## src/rtl/bcd_to_bin_seq_if.sv

```systemverilog
// rtl/bcd_to_bin_seq_if.sv - start/busy/done handshake bundle for the BCD-to-binary converter
// Purpose: groups the request side (start, bcd) and result side (bin, busy, done, err).
// Signals:
//   start  request a conversion (master -> slave)
//   bcd    packed BCD digits, digit 0 in bits [3:0] (master -> slave)
//   bin    converted binary value (slave -> master)
//   busy   conversion in progress (slave -> master)
//   done   one-cycle result-valid pulse (slave -> master)
//   err    last accepted input held a digit > 9 (slave -> master)
interface bcd_to_bin_seq_if #(
  parameter int N_DIG = 2,
  parameter int BIN_W = 7
) ();
  logic               start;
  logic [4*N_DIG-1:0] bcd;
  logic [BIN_W-1:0]   bin;
  logic               busy;
  logic               done;
  logic               err;

  modport master (output start, output bcd, input bin, input busy, input done, input err);
  modport slave  (input start, input bcd, output bin, output busy, output done, output err);
endinterface

```

## src/rtl/bcd_to_bin_seq.sv

```systemverilog
// rtl/bcd_to_bin_seq.sv - sequential BCD-to-binary converter (reverse double-dabble)
// Purpose: converts N_DIG packed BCD digits to binary over 4*N_DIG shift cycles.
// Ports:
//   clk    system clock, rising edge
//   rst_n  asynchronous active-low reset
//   bus    slave side of bcd_to_bin_seq_if (start, bcd in; bin, busy, done, err out)
module bcd_to_bin_seq #(
  parameter int N_DIG = 2,
  parameter int BIN_W = 7
) (
  input logic             clk,
  input logic             rst_n,
  bcd_to_bin_seq_if.slave bus
);
  localparam int HALF  = 4 * N_DIG;
  localparam int SR_W  = 2 * HALF;
  localparam int CNT_W = $clog2(HALF + 1);

  typedef enum logic [1:0] {S_IDLE, S_SHIFT, S_DONE} state_t;

  state_t           r_state, w_state_nxt;
  logic [SR_W-1:0]  r_sr, w_sr_nxt, w_sr_step;
  logic [CNT_W-1:0] r_cnt, w_cnt_nxt;
  logic [BIN_W-1:0] r_bin, w_bin_nxt;
  logic             r_err, w_err_nxt;
  logic             w_bad_digit;
  logic             w_accept;
  logic             w_last_shift;

  // Any digit above 9, including the most significant one, rejects the input.
  always_comb begin
    w_bad_digit = 1'b0;
    for (int k = 0; k < N_DIG; k++) begin
      if (bus.bcd[4*k +: 4] > 4'd9) w_bad_digit = 1'b1;
    end
  end

  // One reverse double-dabble step: shift first, then correct every upper-half
  // nibble from its post-shift value, all nibbles in parallel.
  always_comb begin
    w_sr_step = r_sr >> 1;
    for (int k = 0; k < N_DIG; k++) begin
      if (w_sr_step[HALF+4*k +: 4] >= 4'd8)
        w_sr_step[HALF+4*k +: 4] = w_sr_step[HALF+4*k +: 4] - 4'd3;
    end
  end

  assign w_last_shift = (r_cnt == CNT_W'(HALF - 1));
  // DONE accepts a new start like IDLE, so conversions can run back to back.
  assign w_accept     = bus.start && (r_state != S_SHIFT);

  always_comb begin
    w_state_nxt = r_state;
    w_sr_nxt    = r_sr;
    w_cnt_nxt   = r_cnt;
    w_bin_nxt   = r_bin;
    w_err_nxt   = r_err;

    case (r_state)
      S_SHIFT: begin
        w_sr_nxt  = w_sr_step;
        w_cnt_nxt = r_cnt + 1'b1;
        if (w_last_shift) begin
          w_state_nxt = S_DONE;
          // Register the result on the way into DONE so bin is valid with done.
          w_bin_nxt   = BIN_W'(w_sr_step[HALF-1:0]);
        end
      end
      S_DONE:  w_state_nxt = S_IDLE;
      default: w_state_nxt = S_IDLE;
    endcase

    if (w_accept) begin
      if (w_bad_digit) begin
        w_bin_nxt   = '0;
        w_err_nxt   = 1'b1;
        w_state_nxt = S_DONE;
      end else begin
        w_sr_nxt    = {bus.bcd, {HALF{1'b0}}};
        w_cnt_nxt   = '0;
        w_err_nxt   = 1'b0;
        w_state_nxt = S_SHIFT;
      end
    end
  end

  always_ff @(posedge clk or negedge rst_n) begin
    if (!rst_n) begin
      r_state <= S_IDLE;
      r_sr    <= '0;
      r_cnt   <= '0;
      r_bin   <= '0;
      r_err   <= 1'b0;
    end else begin
      r_state <= w_state_nxt;
      r_sr    <= w_sr_nxt;
      r_cnt   <= w_cnt_nxt;
      r_bin   <= w_bin_nxt;
      r_err   <= w_err_nxt;
    end
  end

  assign bus.bin  = r_bin;
  assign bus.busy = (r_state == S_SHIFT);
  assign bus.done = (r_state == S_DONE);
  assign bus.err  = r_err;
endmodule

```

## src/flat_wrapper.sv

```systemverilog
// flat-port wrapper written by rule: the top's interface ports become plain ports
module bcd_to_bin_seq_flat 
#(
  parameter int N_DIG = 2,
  parameter int BIN_W = 7
)
  (clk, rst_n, bus_start, bus_bcd, bus_bin, bus_busy, bus_done, bus_err);
  bcd_to_bin_seq_if #(.N_DIG(N_DIG), .BIN_W(BIN_W)) bus_i ();
  input logic clk;
  input logic rst_n;
  input wire logic [$bits(bus_i.start)-1:0] bus_start;
  input wire logic [$bits(bus_i.bcd)-1:0] bus_bcd;
  output wire logic [$bits(bus_i.bin)-1:0] bus_bin;
  output wire logic [$bits(bus_i.busy)-1:0] bus_busy;
  output wire logic [$bits(bus_i.done)-1:0] bus_done;
  output wire logic [$bits(bus_i.err)-1:0] bus_err;
  assign bus_i.start = bus_start;
  assign bus_i.bcd = bus_bcd;
  assign bus_bin = bus_i.bin;
  assign bus_busy = bus_i.busy;
  assign bus_done = bus_i.done;
  assign bus_err = bus_i.err;
  bcd_to_bin_seq #(.N_DIG(N_DIG), .BIN_W(BIN_W)) u_core (.clk(clk), .rst_n(rst_n), .bus(bus_i));
endmodule
```

## config.mk

```make
export PLATFORM = sky130hd
export DESIGN_NAME = bcd_to_bin_seq_flat
export DESIGN_NICKNAME = d
export VERILOG_FILES = /design/src/rtl/bcd_to_bin_seq_if.sv /design/src/rtl/bcd_to_bin_seq.sv /design/src/flat_wrapper.sv
export SDC_FILE = /design/constraint.sdc
export NUM_CORES = 1
export LEC_CHECK = 0
export ABC_AREA = 0
export CAP_MARGIN = 40
export CORE_MARGIN = 2
export CORE_UTILIZATION = 55
export DETAILED_ROUTE_END_ITERATION = 12
export MAX_ROUTING_LAYER = met4
export PLACE_DENSITY = 0.79
export SLEW_MARGIN = 20
export SYNTH_ARGS = -nofsm -noshare
export SYNTH_HDL_FRONTEND = slang
export SYNTH_SLANG_ARGS = --single-unit
```

## constraint.sdc

```tcl
create_clock -name clk -period 2.7 [get_ports clk]
set_clock_uncertainty 0.2 [all_clocks]
set_input_delay 0.405 -clock clk [delete_from_list [all_inputs] [get_ports clk]]
set_output_delay 0.405 -clock clk [all_outputs]
set_load 0.03 [all_outputs]
```

==> results.toml, run 1 <==
[outcome]
status = "finished clean"

[pwr]
switchingPower_uw = 548
p_sw_frac = 0.371
intPower_uw = 928
power_density_nw_per_um2 = 924
worst_ir_drop_vdd_v = 0.000713
p_comb_frac = 0.338
clkPwrFrac = 0.200
p_seq_frac = 0.462
leakage_nw = 0.725

[global_route]
grt_pass1_wl_microns = 4260
antenna_found_initial = 0
first_global_vias = 881
grtUsageTotal = 0.230
gr-total-overflow = 0
grt_max_degree = 30

[synthesis]
yosysTopAreaCellShare = 0.562
syn_avg_cell_area_sq_um = 11.1
yosys.cell_types.count = 32
mappedNetlistArea_sq_um = 1290
ys_seq_elements = 29
syn_nets = 130
seq_area_frac_synth = 0.562
synthArstFlopShare = 1.00
synth_top_cell_by_area = "dfrtp_1"
yosys_warnings = 0
synth_ff_type = "dfrtp_1"
synth_area_leaders = "dfrtp_1 56%, a22o_1 5.4%, mux2i_1 5.4%"
syn_inst = 116
synth_edf_count = 0

[drt]
routed_wirelength_microns = 2550
via_per_inst = 5.66
first_pass_iters = 4
wire_per_inst_microns = 15.0
drt_iter0_drc = 9
drc = 0
num_vias = 962
ant_nets = 0

[place]
dp_slack_ps = 466
placed_area_sq_um = 1530
dpl.hpwl_microns = 1710
io_buffers = 20
gp_congestion = 0.872

[finish]
num_antenna_cells = 0
syn_to_final_growth_pct = 23.6
final_cell_area_sq_um = 1600
final_core_util = 0.722
multi_input_area_sq_um = 538
regArea_sq_um = 726
nFillCells = 166
drive_gt1_frac = 0.113
nets = 155

[clocking]
root_buffer = "clkbuf_4"
cts_max_path_buffers = 2
cts.htree.levels = 2
clk_latency_ps = 320
tritoncts = "yes"
cts-buffers-inserted = 5
cts_setup_buffers = 0
cts_sinks = 29
clk_pin_slew_worst_paths_ps = 90

[sta]
tns_ps = 0
hold_viol = 0
final-setup-viol-count = 0
relSlewSlack = 0.657
fin_crit_sh = 0.937
slew_violations = 0
worst_pin_slew_ps = 513
layout_min_cycle_time_ps = 2530
rsz0062_at_grt = "no"
fmax_mhz = 395
fin_ws_ps = 170

[floorplan]
core_area_sq_um = 2210
start_util = 0.584
io_pins = 21
rows = 17
die_height_microns = 52.5
die_width_microns = 52.5
dieArea_sq_um = 2750

[setup_path]
end_kind = "output pin"
crit_family = "buffers and inverters"
cp_num_buf_inv = 2
worstPathRequired_ps = 2100
cp_slowest_stage_delay_ps = 740
path_cells = "nand2b_4 > clkinv_2 > clkdlybuf4s50_1"
path_max_fanout = 21
arrival_ps = 1920
critical_path_class = "register to output pin"
startpoint_type = "register"
slowest_stage = "clkdlybuf4s50_1"

[min_path]
hold_class = "primary input to asynchronous set/reset pin"

[flow_run]
cap_viol_max_count = 0
-- per-layer routing --
| layer | share of wire | GRT usage |
|---|---|---|
| met1 | 0.47 | 0.323 |
| met2 | 0.47 | 0.300 |
| met3 | 0.042 | 0.0743 |
| met4 | 0.016 | 0.111 |
| met5 | 0 | - |
-- flip-flops by register name, summed over array words and instances, names as in the netlist --
name,count
u_core.bus.bin,7
u_core.r_cnt,4
u_core.r_sr,15
u_core.r_state,2
u_core.bus.err,1
-- area by class of cell --
| cell class | count | share of cell area |
|---|---|---|
| clock inverters | 1 | 0.00313 |
| repair buffers | 22 | 0.135 |
| well taps | 28 | 0.0219 |
| inverters | 3 | 0.00784 |
| clock buffers | 7 | 0.0408 |
| flip-flops and latches | 29 | 0.455 |
| multi-input cells | 80 | 0.337 |
-- layout by cell type (no fill, tap or decap), types with 2 or more instances in the layout --
cell	count
dfrtp_1	29
clkdlybuf4s50_1	20
nand2_1	16
nor2_1	8
a22o_1	8
mux2i_1	7
o21ai_0	6
clkbuf_4	5
a21oi_1	3
o21ai_1	3
nand3_1	3
a32oi_1	3
ha_1	3
clkinv_2	2
o21ai_2	2
inv_1	2
nand2b_1	2
a22oi_1	2
clkbuf_8	2
buf_4	2
-- synth_stat cells, types with 2 or more instances --
cell type   n
clkbuf_1    3
dfrtp_1    29
nor2_1      8
a22o_1      8
o21ai_2     2
inv_1       2
nand3_1     3
a22oi_1     2
a21oi_1     3
mux2i_1     7
o21ai_1     3
o21ai_0     6
ha_1        3
nand2_1    16
a32oi_1     3
nand2b_1    2
-- per-stage QoR --
stage	total power, mW	hold slack, ps	std cells
finish	1.48	260	170
global placement	1.16	261	162
CTS	1.49	267	170
global route	1.59	285	170
detailed placement	1.18	266	162
floorplan	1.03	-90.6	116
-- cell families after synthesis --
family	count (synthesis)	synth area share
adders and majority gates	3	0.0291
buffers and inverters	7	0.0213
DFF	29	0.562
xor gates and xnor gates	2	0.0136
and+or+nand+nor	37	0.146
muxes	7	0.0543
AOI/OAI and AO/OA	31	0.173
-- what timing repair did --
action,CTS,global route
hold buffers,0,0
endpoints found under the setup margin,0,1
gates resized for setup,0,1
-- path summary, 6_finish.rpt --
kind,end,slack [ps],from,depth (start not counted)
hold reg to reg,u_core.r_sr[14],290,u_core.r_sr[15],2
setup / recovery,bus_busy,170,u_core.r_state[1],3
max in group asynchronous,u_core.r_sr[8],1770,rst_n,2
hold / removal,u_core.bus.bin[1],260,rst_n,2
setup reg to reg,u_core.r_cnt[3],760,u_core.r_state[0],5
min in group clk,u_core.r_sr[14],290,u_core.r_sr[15],2
-- power by group through the flow --
| stage | clock, mW | sequential (mW) | combinational (mW) |
|---|---|---|---|
| 2_1_floorplan | 0 | 0.676 | 0.350 |
| 3_3_place_gp | 0 | 0.682 | 0.482 |
| 3_5_place_dp | 0 | 0.688 | 0.494 |
| 4_1_cts | 0.306 | 0.680 | 0.501 |
| 5_1_grt | 0.325 | 0.701 | 0.562 |
| 6_report | 0.295 | 0.681 | 0.499 |
Power figures use the tool's default switching activity.
==> run 2, diff against run 1 <==
SLEW_MARGIN = default   (was 20)
==> results of run 2 <==
Same layout as run 1: the final DEF is identical, and so are final timing and power.
==> run 3, diff against run 2 <==
PLACE_DENSITY = 0.82   (was 0.79)
==> results.toml, run 3 (synthesis gave the netlist of run 1 again) <==
[floorplan]
start_util = 0.584
io_pins = 21
core_area_sq_um = 2210
die_width_microns = 52.5
die_height_microns = 52.5
rows = 17
dieArea_sq_um = 2750

[clocking]
clk_pin_slew_worst_paths_ps = 90
cts-buffers-inserted = 5
hold_buffers = 0
root_buffer = "clkbuf_4"
cts_max_path_buffers = 2
cts_setup_buffers = 0
cts_resized = 0
cts.htree.levels = 2
clk_latency_ps = 330
cts_sinks = 29
tritoncts = "yes"

[finish]
final_core_util = 0.709
final_cell_mix = "29 x dfrtp_1, 20 x clkdlybuf4s50_1, 16 x nand2_1, 8 x nor2_1, 8 x a22o_1"
final_common_cell = "dfrtp_1"
syn_to_final_growth_pct = 21.4
num_antenna_cells = 0
fin_cells = 168
nets = 155
final_cell_area_sq_um = 1570
drive_gt1_frac = 0.100
largest_register_ffs = 15
nFillCells = 176
top_register = "u_core.r_sr"

[pwr]
totalPowerFinal_mw = 1.40
p_seq_frac = 0.487
power_density_nw_per_um2 = 891
leakage_nw = 0.711
worst_ir_drop_vdd_v = 0.000491
p_sw_frac = 0.379
switchingPower_uw = 530
clkPwrFrac = 0.162
p_comb_frac = 0.351
intPower_uw = 867

[drt]
first_pass_iters = 4
routed_wirelength_microns = 2410
via_per_inst = 5.65
drc = 0
num_vias = 950
wire_per_inst_microns = 14.3
ant_nets = 0
drt_iter0_drc = 23

[outcome]
status = "finished clean"

[sta]
tns_ps = 0
fin_crit_sh = 0.953
worst_pin_slew_ps = 509
fmax_mhz = 389
final-setup-viol-count = 0
layout_min_cycle_time_ps = 2570
slew_violations = 0
hold_viol = 0
relSlewSlack = 0.659
rsz0062_at_grt = "no"

[setup_path]
crit_family = "buffers and inverters"
cp_num_buf_inv = 2
critical_path_class = "register to output pin"
path_max_fanout = 21
arrival_ps = 1970
slowest_stage = "clkdlybuf4s50_1"
worstPathRequired_ps = 2100
startpoint_type = "register"
path_cells = "nand2b_4 > inv_2 > clkdlybuf4s50_1"
end_kind = "output pin"
cp_slowest_stage_delay_ps = 740

[global_route]
grt_pass1_wl_microns = 4270
first_global_vias = 957
antenna_found_initial = 0
gr-total-overflow = 0
grtUsageTotal = 0.229
grt_max_degree = 30

[min_path]
hold_class = "primary input to asynchronous set/reset pin"

[place]
dp_cells = 162
io_buffers = 20
gp_congestion = 0.819
placed_area_sq_um = 1530
dpl.hpwl_microns = 1660

[flow_run]
cap_viol_max_count = 0
==> run 3: changes by cell type in the layout (fill, tap and decap cells not counted), sizes merged <==
cell / change
inv: +1
clkinv: -1
clkbuf: -2
==> run 3: worst paths after layout <==
check | slack (ps) | endpoint | start | depth (start not counted)
worst min-delay path | 240 | u_core.bus.bin[3] | rst_n | 2
worst min register to register | 270 | u_core.r_sr[13] | u_core.r_sr[14] | 2
max in group asynchronous | 1790 | u_core.bus.err | rst_n | 2
worst max register to register | 910 | u_core.r_cnt[3] | u_core.r_state[0] | 5
worst max-delay path | 130 | bus_busy | u_core.r_state[1] | 3
min in group clk | 270 | u_core.r_sr[13] | u_core.r_sr[14] | 2
==> run 3: layer usage <==
metal  vias up  GRT usage  share of wire  routed length [microns]
met5         -          -              0                        0
li1        468          -              -                        -
met4         0      0.141          0.018                       43
met3         6     0.0514          0.038                       92
met2        18      0.319           0.48                     1160
met1       458      0.305           0.46                     1110
==> run 3: stage by stage <==
stage	hold WS (ps)	setup slack, ps
floorplan	-90.6	1050
global placement	259	490
detailed placement	261	462
CTS	250	108
global route	285	10.9
finish	241	128
==> run 3: layout make-up <==
type | count | area [sq um] | share of cell area
repair buffers | 22 | 215 | 0.137
flip-flops and latches | 29 | 726 | 0.463
inverters | 3 | 11.3 | 0.00718
clock inverters | 1 | 5.00 | 0.00319
well taps | 28 | 35.0 | 0.0223
multi-input cells | 80 | 538 | 0.343
clock buffers | 5 | 37.5 | 0.0239
==> run 3: power by group through the flow <==
stage,logic [mW],registers (mW),clock network [mW]
3_5_place_dp,0.492,0.687,0
2_1_floorplan,0.350,0.676,0
3_3_place_gp,0.482,0.681,0
4_1_cts,0.495,0.678,0.232
5_1_grt,0.564,0.699,0.247
6_report,0.491,0.680,0.226
